<file path="config.mk">
export PLATFORM = sky130hd
export DESIGN_NAME = voice_mixer
export DESIGN_NICKNAME = d
export VERILOG_FILES = /design/src/rtl/voice_mixer.sv
export SDC_FILE = /design/constraint.sdc
export NUM_CORES = 1
export LEC_CHECK = 0
export BUFFER_PORTS_ARGS = -buffer_cell sky130_fd_sc_hd__buf_4
export CAP_MARGIN = 40
export CORE_ASPECT_RATIO = 1.75
export CORE_MARGIN = 2
export CORE_UTILIZATION = 50
export DETAILED_ROUTE_END_ITERATION = 10
export PLACE_DENSITY = 0.79
export SYNTH_ARGS = -nofsm -noshare
export SYNTH_HDL_FRONTEND = slang
export SYNTH_SLANG_ARGS = --single-unit
</file>
<file path="constraint.sdc">
create_clock -name clk -period 9.8 [get_ports clk]
set_input_delay 2.45 -clock clk [delete_from_list [all_inputs] [get_ports clk]]
set_output_delay 2.45 -clock clk [all_outputs]
set_load 0.01 [all_outputs]
</file>
<file path="src/rtl/voice_mixer.sv">
// voice_mixer: time-multiplexed sum of NUM_VOICES samples, then gain shift and saturation.
module voice_mixer #(
  parameter int NUM_VOICES    = 8,
  parameter int NUM_BITS_WORD = 18,
  parameter int SHIFT_BITS    = 3
) (
  input  logic                                clk,
  input  logic                                rst,
  input  logic                                sample_tick,
  input  logic [NUM_VOICES*NUM_BITS_WORD-1:0] voice_word,
  input  logic [NUM_VOICES-1:0]               voice_avail,
  input  logic [SHIFT_BITS-1:0]               gain_shift,
  input  logic                                clr_flags,
  output logic [NUM_BITS_WORD-1:0]            mix_out,
  output logic                                mix_valid,
  input  logic                                mix_ready,
  output logic                                busy,
  output logic                                clip,
  output logic                                overrun
);
  localparam int W     = NUM_BITS_WORD;
  localparam int IW    = $clog2(NUM_VOICES);
  localparam int ACC_W = W + IW + 1;
  localparam logic signed [ACC_W-1:0] MAX_V = ACC_W'(2 ** (W - 1) - 1);
  localparam logic signed [ACC_W-1:0] MIN_V = ~MAX_V;
  localparam logic [IW-1:0] LAST = IW'(NUM_VOICES - 1);
  typedef enum logic [1:0] {IDLE, ACCUM, SCALE, HOLD} state_t;
  state_t state, state_d;
  logic [W-1:0] words_q [NUM_VOICES];
  logic [NUM_VOICES-1:0] avail_q;
  logic [SHIFT_BITS-1:0] shift_q;
  logic signed [ACC_W-1:0] acc, ext, scaled;
  logic [IW-1:0] idx;
  logic hi, lo;
  logic [W-1:0] sat;
  assign busy = state != IDLE;
  always_comb begin
    state_d = state == IDLE  ? (sample_tick ? ACCUM : IDLE) :
              state == ACCUM ? (idx == LAST ? SCALE : ACCUM) :
              state == SCALE ? HOLD : (mix_ready ? IDLE : HOLD);
    ext     = {{(ACC_W - W){words_q[idx][W-1]}}, words_q[idx]};
    scaled  = acc >>> shift_q;
    hi      = scaled > MAX_V;
    lo      = scaled < MIN_V;
    sat     = hi ? MAX_V[W-1:0] : lo ? MIN_V[W-1:0] : scaled[W-1:0];
  end
  always_ff @(posedge clk or negedge rst) begin
    if (!rst) state <= IDLE;
    else      state <= state_d;
  end
  // Flags use set-over-clear priority so a coincident event is never lost.
  always_ff @(posedge clk or negedge rst) begin
    if (!rst) begin
      for (int i = 0; i < NUM_VOICES; i++) words_q[i] <= '0;
      avail_q   <= '0;
      shift_q   <= '0;
      acc       <= '0;
      idx       <= '0;
      mix_out   <= '0;
      mix_valid <= 1'b0;
      clip      <= 1'b0;
      overrun   <= 1'b0;
    end else begin
      if (state == IDLE && sample_tick) begin
        for (int i = 0; i < NUM_VOICES; i++) words_q[i] <= voice_word[i*W +: W];
        avail_q <= voice_avail;
        shift_q <= gain_shift;
        acc     <= '0;
        idx     <= '0;
      end
      if (state == ACCUM) begin
        acc <= avail_q[idx] ? acc : acc + ext;
        idx <= idx + 1'b1;
      end
      if (state == SCALE) begin
        mix_out   <= sat;
        mix_valid <= 1'b1;
      end
      if (state == HOLD && mix_ready) mix_valid <= 1'b0;
      clip    <= (state == SCALE && (hi || lo)) | (clip & ~clr_flags);
      overrun <= (sample_tick && state != IDLE) | (overrun & ~clr_flags);
    end
  end
endmodule

</file>
---- After elaboration in Yosys (flattened, before gate mapping) ----
Cells that the tools add are included.
storage, ports and cells
  register bits after elaboration ......... 203
  bits of input ports ..................... 160
  output and inout port bits .............. 22
  logic and storage cells ................. 65
operators by class
  add/sub/neg operators ................... 2
  magnitude comparators ................... 4
  equal/unequal tests ..................... 5
  shift-type cells ........................ 1
  muxes and demuxes ....................... 20
  bitwise gates (word level) .............. 6
  reductions and logical operators ........ 10
operators by type and width
  kind                                                             count
  2-to-1 mux 18 bit                                                4
  2-to-1 mux 22 bit                                                3
  binary-select mux 18 bit (select 3 bit)                          1
  adder 22 x 18 -> 22 bit                                          1
  greater-than comparator 22 x 18 -> 1 bit, second input constant  1
  less-than comparator 22 x 18 -> 1 bit, second input constant     1
  >>> shifter 22 x 3 -> 22 bit                                     1
  2-to-1 mux 2 bit                                                 5
  2-to-1 mux 3 bit                                                 2
  nonzero test 2 bit                                               3
  == test 2 bit, second input constant                             2
  greater-or-equal comparator 4 bit, second input constant         1
  logical AND 1 bit                                                4
  less-than comparator 3 x 4 -> 1 bit, second input constant       1
  2-to-1 mux 1 bit                                                 4
  NOT 3 -> 4 bit                                                   1
  adder 3 x 1 -> 3 bit, second input constant                      1
  binary-select mux 1 bit (select 3 bit)                           1
  == test 3 bit, second input constant                             1
  bitwise AND 1 bit                                                2
  == test 2 x 1 -> 1 bit, second input constant                    1
  logical NOT 2 bit                                                1
  inequality test 2 bit, second input constant                     1
  bitwise OR 1 bit                                                 2
  other kinds (3)                                                  3

---- Depth between registers and ports, before layout ----
Gate-level depths: netlist of the first run.
  word-level depth ........................ 7
  mapped depth ............................ 15

---- Worst setup path before layout of the first run ----
No wires, ideal clock.
  path type ............................... register to register
  from .................................... reg idx[0]
  to ...................................... reg acc[14]
  setup time .............................. 0.069 ns
  arrival ................................. 3.354 ns
  required time ........................... 9.731 ns
  setup slack ............................. 6.377 ns
  cell stages (with the launch flop) ...... 16
  path buffers ............................ 3
  cell sequence ........................... dfrtp_1 buf_6 buf_8 buf_2 mux4_2 mux2_2 ha_1 inv_1 fa_1 nor2b_1 o21ai_1 a21boi_1 o31ai_1 a31oi_2 a311o_1 nand3_1
between the ends
  longest elaborated chain between the ends .. 7
  elaborated cells between the ends (all ways) .. 11
  those cells by class .................... 1 x add/sub; 1 x eq/ne; 7 x mux; 1 x bitwise; 1 x reduce/logical
ends and longest elaborated chain
  item                                                   RTL line  text
  start: declaration                                     33        logic [IW-1:0] idx;
  start signal: assignment                               73        idx <= idx + 1'b1;
  NOT 3 -> 4 bit (not written as such)                   41        ext = {{(ACC_W - W){words_q[idx][W-1]}}, words_q[idx]};
  binary-select mux 18 bit (select 3 bit)                41
  2-to-1 mux 18 bit (not written as such) (2 in series)  41
  adder 22 x 18 -> 22 bit                                72        acc <= avail_q[idx] ? acc : acc + ext;
  2-to-1 mux 22 bit                                      72
  2-to-1 mux 22 bit                                      71        if (state == ACCUM) begin
  end signal: assignment                                 72
  end: declaration                                       32        logic signed [ACC_W-1:0] acc, ext, scaled;
Parallel ways exist; a longest one is shown, timed or not. The select of a mux whose other input is x is not followed.
A chain may end at the register's enable or synchronous reset.

---- Worst setup path after layout of the first run ----
  from .................................... in sample_tick
  to ...................................... reg acc[2]
between the ends
  longest elaborated chain between the ends .. 3
ends and longest elaborated chain
  item                           RTL line  text
  start: declaration             9         input logic sample_tick,
  logical AND 1 bit              64        if (state == IDLE && sample_tick) begin
  nonzero test 2 bit (no line)   -
  AND reduction 2 bit (no line)  -
Every way passes these cells.

==> flow_summary.yaml, run 1 <==
synth:
  ys_async_sr_fraction_pct: 100
  synth.yosys.warnings: 0
  synth_edf_count: 0
  ys_seq_elements: 203
  synth_area_per_cell_sq_um: 9.36
  synth_ff_type: "dfrtp_1"
  syn_nets: 1316
  synth_area_sq_mm: 0.0106
  synthCells: 1132
  synth_cell_types: 56
  yosysSeqAreaShare_pct: 47.9
critical_path:
  start_kind: "primary input"
  cpLargestDelayFamily: "simple AND/OR/NAND/NOR gates"
  cp_max_fo: 85
  critical_path_buf_inv_count: 2
  cp_slowest_cell: "buf_4"
  crit_path_cell_trace: "buf_4, and2_4, buf_4, nor2_2, o41ai_1"
  crit_top_cell: "buf_4"
  crit_arrival_ns: 4.63
  crit_type: "primary input to register"
  critPathMaxStageDelay_ns: 0.72
  worstPathRequired_ns: 10.18
  cp-end-kind: "register"
route:
  via_per_inst: 5.57
  ant_nets: 0
  wl_per_cell_microns: 17.6
  drt_wl_total_microns: 27100
  dr_total_vias: 8590
  drt_pass1_iterations: 6
  drt_iter0_drc: 593
  drc_errors: 0
global_route:
  grt_max_degree: 111
  grt_pass1_vias: 8755
  antenna_found_initial: 1
  grt_overflow_total: 0
  grt_usage_pct: 24.6
  grt_pass1_wl_microns: 43600
placed_design:
  pre_cts_slack_ns: 5.04
  dpl.hpwl_microns: 19500
  io_buffer_count: 181
  place_congestion: 0.900
sta:
  setup_tns_ns: 0
  worst_slack_ns: 5.55
  skew_ns: 0.0108
  slew_headroom_pct: 36.9
  tightest_slew_ns: 0.947
  fin_crit_ns: 4.25
  timing.fmax_mhz: 235
  holdWs_ns: 0.466
  setup_viol: 0
  hold_violations: 0
  rsz0062_at_grt: "false"
  maxSlewViolCount: 0
  finalCritPeriodShare_pct: 43.4
clock_tree:
  cts_buffer_depth: 3
  cts_buffers: 20
  cts_tree: "done"
  clkSinkCount: 203
  postCtsHoldBufs: 0
  post_cts_buffers: 0
  post_cts_resized: 0
  worstSkewPairLatency_ns: 0.49
  cts-root-buf: "clkbuf_16"
  htree_levels: 1
  clkTransAtPathRegs_ns: 0.06
power_and_ir_drop:
  ir_drop_v: 0.000162
  powerDensity_mw_per_mm2: 374
  p_leak_nw: 6.50
  p_total_mw: 4.79
layout:
  fillers: 1752
  syn_to_final_growth_pct: 21.0
  drive_gt1_share_pct: 24.7
  multiInputGateArea_sq_mm: 0.00516
  regArea_sq_mm: 0.00508
  nets: 1462
floorplan:
  die_x_microns: 114
  coreArea_sq_mm: 0.0208
  start_util_pct: 50.8
  die_height_microns: 197
  dieArea_sq_mm: 0.0224
  io_pins: 182
  std_cell_rows: 70
status:
  status: "complete, no violations"
worst_hold_path:
  hold_class: "register to register"
run:
  drv_cap: 0
path summary, 6_finish.rpt:
| kind | from | to | slack, ns | depth (start not counted) |
|---|---|---|---|---|
| max | sample_tick | acc[2] | 5.55 | 5 |
| min | words_q[2] | words_q[2] | 0.47 | 2 |
| max reg2reg | idx[0] | acc[21] | 5.57 | 12 |
| min reg2reg | words_q[2] | words_q[2] | 0.47 | 2 |
| max in group asynchronous | rst | idx[0] | 6.46 | 4 |
| min in group asynchronous | rst | words_q[28] | 1.80 | 1 |
kinds of logic after synthesis:
family / count (synthesis) / synth area share [%]
AO/OA/AOI/OAI: 126 / 7.26
XOR/XNOR: 11 / 0.909
adder cells (fa/ha/maj): 24 / 2.90
buffers and inverters: 85 / 3.48
flip-flops: 203 / 47.9
multiplexers: 96 / 15.6
AND/OR/NAND/NOR: 587 / 21.9
synthesized netlist by cell type, types with 5 or more instances:
cell type    n  area share (%)
a21oi_1     36             1.7
buf_2       13            0.61
clkbuf_1    48             1.7
dfrtp_1    203              48
ha_1        23             2.7
inv_1       14            0.50
mux2_2      33             3.5
mux2i_1     12             1.1
mux4_1       5             1.2
mux4_2      45             9.6
nand2_1    508              18
nand3_1     24             1.1
nand4_1      5            0.30
nor2_1      24            0.85
nor3_1       6            0.28
o21ai_0     42             2.0
o21ai_1      6            0.28
xnor2_1      7            0.58
placed cells by master, fill, tap and decap left out, drive strengths merged, types with 2 or more instances in the layout:
| cell | count |
|---|---|
| ha | 23 |
| nand2 | 508 |
| o21a | 4 |
| nor2 | 25 |
| o21bai | 4 |
| o211ai | 4 |
| o21ai | 48 |
| mux2 | 34 |
| xnor2 | 7 |
| nor3 | 8 |
| and3 | 4 |
| bufinv | 2 |
| dfrtp | 203 |
| nand4 | 5 |
| buf | 192 |
| nand2b | 4 |
| mux4 | 50 |
| a31o | 3 |
| o41ai | 4 |
| nor2b | 5 |
| a21oi | 36 |
| a31oi | 5 |
| clkbuf | 29 |
| a311o | 2 |
| clkinv | 3 |
| mux2i | 12 |
| o31ai | 2 |
| nand3 | 24 |
| a21o | 3 |
| xor2 | 4 |
| inv | 16 |
| a211oi | 3 |
layout make-up:
| type | count | area share [%] |
|---|---|---|
| diodes | 1 | 0.0195 |
| clock buffers | 28 | 4.54 |
| clock inverters | 5 | 0.673 |
| inverters | 16 | 0.468 |
| multi-input cells | 844 | 40.2 |
| flip-flops and latches | 203 | 39.6 |
| well taps | 252 | 2.46 |
| repair buffers | 193 | 12.0 |
tightest hold or removal path, stage by stage, from the launching register on:
cell     delay [ns]
dfrtp_1        0.33
nand2_1        0.05
nand2_1        0.05
power breakdown:
part / total (mW) / switching [mW] / internal (mW)
Sequential: 1.52 / 0.288 / 1.23
Combinational: 2.48 / 1.33 / 1.15
Clock: 0.792 / 0.324 / 0.467
Total: 4.79 / 1.95 / 2.85
sequential cells by signal, summed over array words and instances (netlist names):
| register | cells |
|---|---|
| mix_out | 18 |
| acc | 22 |
| avail_q | 8 |
| shift_q | 3 |
| clip | 1 |
| idx | 3 |
| state | 2 |
| overrun | 1 |
| words_q | 144 |
| mix_valid | 1 |
stage by stage:
| stage | utilization (%) | cells | instance area [sq um] |
|---|---|---|---|
| floorplan | - | 1132 | 10600 |
| global placement | 57.7 | 1503 | 12000 |
| detailed placement | 58.3 | 1508 | 12200 |
| CTS | 61.5 | 1541 | 12800 |
| global route | 61.5 | 1542 | 12800 |
| finish | 61.5 | 1542 | 12800 |
metal layers:
layer  track usage (%)  share of wire [%]  vias to the layer above
met2              43.7                 54                      252
met4              11.8                5.1                        0
met1              29.7                 37                     4178
li1                  -                  -                     4086
met5                 0                  0                        -
met3              2.43                4.4                       74
Power figures use the tool's default switching activity.
==> inputs of run 2 (changes only) <==
--- a/config.mk
+++ b/config.mk
@@ -5,13 +5,14 @@
 export SDC_FILE = /design/constraint.sdc
 export NUM_CORES = 1
 export LEC_CHECK = 0
+export ABC_AREA = 1
 export BUFFER_PORTS_ARGS = -buffer_cell sky130_fd_sc_hd__buf_4
 export CAP_MARGIN = 40
 export CORE_ASPECT_RATIO = 1.75
 export CORE_MARGIN = 2
 export CORE_UTILIZATION = 50
 export DETAILED_ROUTE_END_ITERATION = 10
-export PLACE_DENSITY = 0.79
+export PLACE_DENSITY = 0.82
 export SYNTH_ARGS = -nofsm -noshare
 export SYNTH_HDL_FRONTEND = slang
 export SYNTH_SLANG_ARGS = --single-unit
==> constraint.sdc (replaced) <==
create_clock -name clk -period 3.8 [get_ports clk]
set_input_delay 0.95 -clock clk [delete_from_list [all_inputs] [get_ports clk]]
set_output_delay 0.95 -clock clk [all_outputs]
set_load 0.01 [all_outputs]
==> run 2 against run 1 <==
  * Setup slack worse by 5.1 ns
  * Worst hold slack better by 0.0022 ns
  * Final cell count is 32% higher
  * Sequential cell count stayed put
  * Via count is 27% higher
  * Register-to-register slack worse by 5.2 ns
  * Count of clock-buffer cells in the layout is 2 lower
  * Die area is 6.7% higher
  * Routed wire length is 27% higher
  * Critical path type is now register to register
  * Highest routed layer unchanged
==> flow_summary.yaml, run 2 <==
placed_design:
  dpl.hpwl_microns: 25900
  place_congestion: 0.983
  io_buffer_count: 181
route:
  routed.top_layer: "met4"
  met2_length_microns: 18500
  routed-wl-met3_microns: 1510
  via_per_inst: 5.34
  wl_per_cell_microns: 16.8
  dr_total_vias: 10900
  wl_met1_microns: 11700
  ant_nets: 0
  drt_iter0_drc: 826
  drc_errors: 0
  drt_pass1_iterations: 5
  drt_wl_total_microns: 34300
sta:
  hold_violations: 0
  maxSlewViolCount: 0
  setup_tns_ns: 0
  fin_crit_ns: 3.38
  skew_ns: 0.0187
  finalCritPeriodShare_pct: 89.0
  timing.fmax_mhz: 296
  slew_headroom_pct: 45.9
  setup_viol: 0
  holdWs_ns: 0.468
  tightest_slew_ns: 0.808
  rsz0062_at_grt: "false"
critical_path:
  crit_path_cell_trace: "inv_4, buf_4, nor2_1, o22ai_1, nor2_1, a31oi_1, ha_1, inv_1, fa_1, inv_1, nand2_1, nor2_1, nor2_1, o21bai_1, nand2_1, nand2_1, nand2_1, nand3_1, nand2_1"
  critical_path_buf_inv_count: 4
  cpLargestDelayFamily: "buffers and inverters"
  crit_type: "register to register"
  r2r-start: "idx[0]"
  worstPathRequired_ns: 4.18
  startpoint: "idx[0]"
  crit_arrival_ns: 3.76
  ff2ff_setup_slack_ns: 0.42
  cp.depth: 19
  cp_max_fo: 45
  reg2reg_depth: 19
  crit_top_cell: "nand2_1"
  critPathMaxStageDelay_ns: 0.44
  start_kind: "register"
  cp-end-kind: "register"
  cp_slowest_cell: "dfrtp_2"
power_and_ir_drop:
  powerDensity_mw_per_mm2: 1040
  p_leak_nw: 7.17
  ir_drop_v: 0.000508
global_route:
  grt_pass1_vias: 10900
  grt_max_degree: 167
  grt_overflow_total: 0
  grt_usage_pct: 28.7
  grt_pass1_wl_microns: 54500
  antenna_found_initial: 0
layout:
  final_cell_mix: "nand2_1, dfrtp_1, buf_4"
  largest_reg_flops: 144
  syn_to_final_growth_pct: 18.7
  final_common_cell: "nand2_1"
  drive_gt1_share_pct: 16.2
  n_antenna_cell: 0
  top_regs: "words_q x144, acc x22, mix_out x18"
  regMostFlops: "words_q"
  nets: 1916
clock_tree:
  cts-root-buf: "clkbuf_16"
  clkTransAtPathRegs_ns: 0.07
  cts_buffer_depth: 3
  postCtsHoldBufs: 0
  cts_buffers: 19
  worstSkewPairLatency_ns: 0.50
  htree_levels: 1
  clkSinkCount: 203
  post_cts_resized: 0
  post_cts_buffers: 0
  cts_tree: "done"
floorplan:
  coreArea_sq_mm: 0.0222
  std_cell_rows: 72
  io_pins: 182
  dieArea_sq_mm: 0.0239
  start_util_pct: 51.1
  die_x_microns: 118
  die_height_microns: 203
synth:
  yosysTopAreaCellShare_pct: 44.8
  yosysSeqAreaShare_pct: 44.8
  ys_async_sr_fraction_pct: 100
  synth_edf_count: 0
  ys_top_cells_by_area: "dfrtp_1, nand2_1, nor2_1"
  ys_seq_elements: 203
  syn_nets: 1775
  synth_ff_type: "dfrtp_1"
  yosysMostFrequentCell: "nand2_1"
  synth.yosys.warnings: 0
  synth_cell_types: 38
  synth_area_sq_mm: 0.0113
  yosysTopAreaCell: "dfrtp_1"
  synthCells: 1591
  synthTopCellsByCount: "nand2_1, dfrtp_1, nor2_1"
  synth_area_per_cell_sq_um: 7.12
worst_hold_path:
  hold_depth: 2
  hold_start: "words_q[87]"
  hold_class: "register to register"
run:
  drv_cap: 0
status:
  status: "complete, no violations"
## run 2: cell count changes after synthesis, moves of 26 or more
cell / delta
mux4_2: -45
inv_1: +65
o21ai_0: +76
buf_2: +30
nand2_1: +175
nand3_1: +44
mux2_2: -33
nor2_1: +158
clkbuf_1: -26
## run 2: per-stage QoR
stage	power, mW	instances	setup WS [ns]	area [sq um]	util [%]
2_1_floorplan	9.55	1591	1.02	11300	-
3_3_place_gp	11.8	2007	0.564	12900	58.0
3_5_place_dp	12.0	2007	0.483	12900	58.0
4_1_cts	14.0	2040	0.438	13400	60.7
5_1_grt	15.2	2040	0.137	13400	60.7
6_report	14.0	2040	0.417	13400	60.7
## run 2: metal layers
layer	vias up	GRT usage [%]
li1	5304	-
met1	5054	29.3
met5	-	0
met4	0	19.8
met3	127	2.88
met2	410	54.3
## run 2: final cells by class
class | count | area [sq um]
fillers | 2078 | 8710
multi-input cells | 1221 | 5500
flip-flops and latches | 203 | 5080
repair buffers | 201 | 1580
clock buffers | 26 | 522
well taps | 296 | 370
inverters | 86 | 328
clock inverters | 7 | 73.8
## run 2: kinds of logic after synthesis
logic type,after synthesis,synth area share (%)
AOI/OAI and AO/OA,206,10.1
xor gates and xnor gates,4,0.309
adders and majority gates,24,2.72
buffers and inverters,167,6.71
DFF,203,44.8
muxes,10,0.883
and+or+nand+nor,977,34.5
## run 2: path summary, 6_finish.rpt
path / to
hold / removal: words_q[87]
setup reg to reg: acc[16]
min in group asynchronous: words_q[42]
max in group asynchronous: words_q[131]
hold reg to reg: words_q[87]
setup / recovery: acc[16]
## run 2: tightest hold or removal path: stages (launching register included)
cell     delay [ns]
dfrtp_1        0.34
nand2_1        0.05
nand2_1        0.05
## run 2: report_power, final
group          leakage (nW)  switching [mW]  total (mW)  internal [mW]
combinational          4.36            5.22        8.03           2.81
clock                 0.290           0.839        1.88           1.04
sequential             2.51           0.858        4.06           3.20
==> inputs of run 3 (changes only) <==
--- a/config.mk
+++ b/config.mk
@@ -10,9 +10,9 @@
 export CAP_MARGIN = 40
 export CORE_ASPECT_RATIO = 1.75
 export CORE_MARGIN = 2
-export CORE_UTILIZATION = 50
+export CORE_UTILIZATION = 52
 export DETAILED_ROUTE_END_ITERATION = 10
-export PLACE_DENSITY = 0.82
+export PLACE_DENSITY = 0.84
 export SYNTH_ARGS = -nofsm -noshare
 export SYNTH_HDL_FRONTEND = slang
 export SYNTH_SLANG_ARGS = --single-unit
==> run 3 against run 2 <==
  * Highest routed layer unchanged
  * Sequential share of layout area hardly changed
  * Critical path depth is the same
  * Power rose by 0.63%
  * Clock skew is 0.0076 ns lower
  * Global-route usage rose by 2.6 points
  * Utilization is 2.1 points higher
  * Non-clock buffer count shrank 3
==> flow_summary.yaml, run 3 (synthesized netlist as in run 2, its figures left out) <==
clock_tree:
  postCtsHoldBufs: 0
  clkTransAtPathRegs_ns: 0.07
  cts_buffer_depth: 3
  post_cts_resized: 0
  cts_buffers: 20
  worstSkewPairLatency_ns: 0.51
  cts-root-buf: "clkbuf_16"
  cts_tree: "done"
  clkSinkCount: 203
  htree_levels: 1
  post_cts_buffers: 0
worst_hold_path:
  hold_start: "words_q[40]"
  hold_class: "register to register"
  hold_depth: 2
  hold_end: "words_q[40]"
power_and_ir_drop:
  powerDensity_mw_per_mm2: 1050
  ir_drop_v: 0.000446
  p_leak_nw: 7.17
placed_design:
  dpl.hpwl_microns: 27000
  io_buffer_count: 181
  place_congestion: 0.938
route:
  drt_wl_total_microns: 35300
  ant_nets: 0
  drt_iter0_drc: 1022
  drc_errors: 0
  drt_pass1_iterations: 5
  via_per_inst: 5.39
  dr_total_vias: 11000
  wl_per_cell_microns: 17.4
floorplan:
  start_util_pct: 52.9
  die_height_microns: 199
  io_pins: 182
  std_cell_rows: 71
  die_x_microns: 116
  coreArea_sq_mm: 0.0214
  dieArea_sq_mm: 0.0230
global_route:
  grt_pass1_vias: 10800
  grt_overflow_total: 0
  grt_usage_pct: 31.3
  grt_pass1_wl_microns: 55100
  antenna_found_initial: 0
  grt_max_degree: 167
sta:
  hold_violations: 0
  tightest_slew_ns: 0.785
  rsz0062_at_grt: "false"
  setup_viol: 0
  setup_tns_ns: 0
  fin_crit_ns: 3.46
  slew_headroom_pct: 47.6
  finalCritPeriodShare_pct: 90.9
  maxSlewViolCount: 0
  timing.fmax_mhz: 289
  skew_ns: 0.0112
critical_path:
  crit_arrival_ns: 3.85
  crit_type: "register to register"
  start_kind: "register"
  cp-end-kind: "register"
  r2r_end: "acc[10]"
  r2r-start: "idx[1]"
  ff2ff_setup_slack_ns: 0.34
  reg2reg_depth: 19
  worstPathRequired_ns: 4.19
  startpoint: "idx[1]"
  cp_max_fo: 20
layout:
  final_common_cell: "nand2_1"
  syn_to_final_growth_pct: 18.7
  top_regs: "words_q x144, acc x22, mix_out x18"
  final_cell_mix: "nand2_1, dfrtp_1, buf_4"
  nets: 1914
  drive_gt1_share_pct: 16.3
  n_antenna_cell: 0
  largest_reg_flops: 144
  finish.utilization_pct: 62.8
  regMostFlops: "words_q"
status:
  status: "complete, no violations"
run:
  drv_cap: 0
==> run 3: worst max-delay path, cell delays in order (launching register included) <==
cell and delay, ns:
dfrtp_1 0.38, inv_1 0.33, buf_4 0.33, o21ai_0 0.13, o22ai_1 0.12, nor2_1 0.06
a31oi_1 0.21, ha_1 0.31, inv_1 0.08, fa_1 0.41, inv_1 0.09, nand2_1 0.08
o21ai_0 0.25, nand2_1 0.08, nand2_1 0.17, nand2_1 0.07, nand2_1 0.08, nand2_1 0.05
nand2_1 0.05, o21ai_1 0.06
==> run 3: worst max path at each step <==
stage	endpoint	slack, ns	cells after the start
after detailed placement	acc[10]	0.40	19
after global placement	acc[10]	0.49	19
final	acc[10]	0.34	19
after CTS	acc[10]	0.38	19
after global routing	acc[10]	0.11	19
after floorplan	acc[16]	1.02	19
==> run 3: cell type report <==
type	instances	area (sq um)
Inverter	86	328
Timing Repair Buffer	198	1560
Multi-Input combinational cell	1221	5500
Tap cell	292	365
Clock buffer	23	532
Sequential cell	203	5080
Clock inverter	10	95.1
Fill cell	1882	7960
==> run 3: stage by stage <==
stage	hold slack (ns)	std cells	setup slack, ns	power, mW	area, sq um
floorplan	0.437	1591	1.02	9.55	11300
global placement	0.450	2000	0.494	11.9	12800
detailed placement	0.453	2000	0.399	12.1	12800
CTS	0.469	2033	0.380	14.0	13500
global route	0.492	2033	0.112	15.2	13500
finish	0.467	2033	0.344	14.1	13500
==> run 3: where the power goes <==
group / internal, mW / switching [mW] / total (mW) / leakage, nW
Sequential: 3.20 / 0.903 / 4.11 / 2.51
Combinational: 2.76 / 5.25 / 8.01 / 4.35
Clock: 1.08 / 0.867 / 1.94 / 0.307
Total: 7.04 / 7.02 / 14.1 / 7.17
==> run 3: per-layer routing <==
metal	vias to the layer above	track usage (%)	share of wire, %
li1	5298	-	-
met1	5096	31.1	33
met2	421	56.4	52
met3	149	3.76	4.7
met4	0	26.4	10
met5	-	0	0
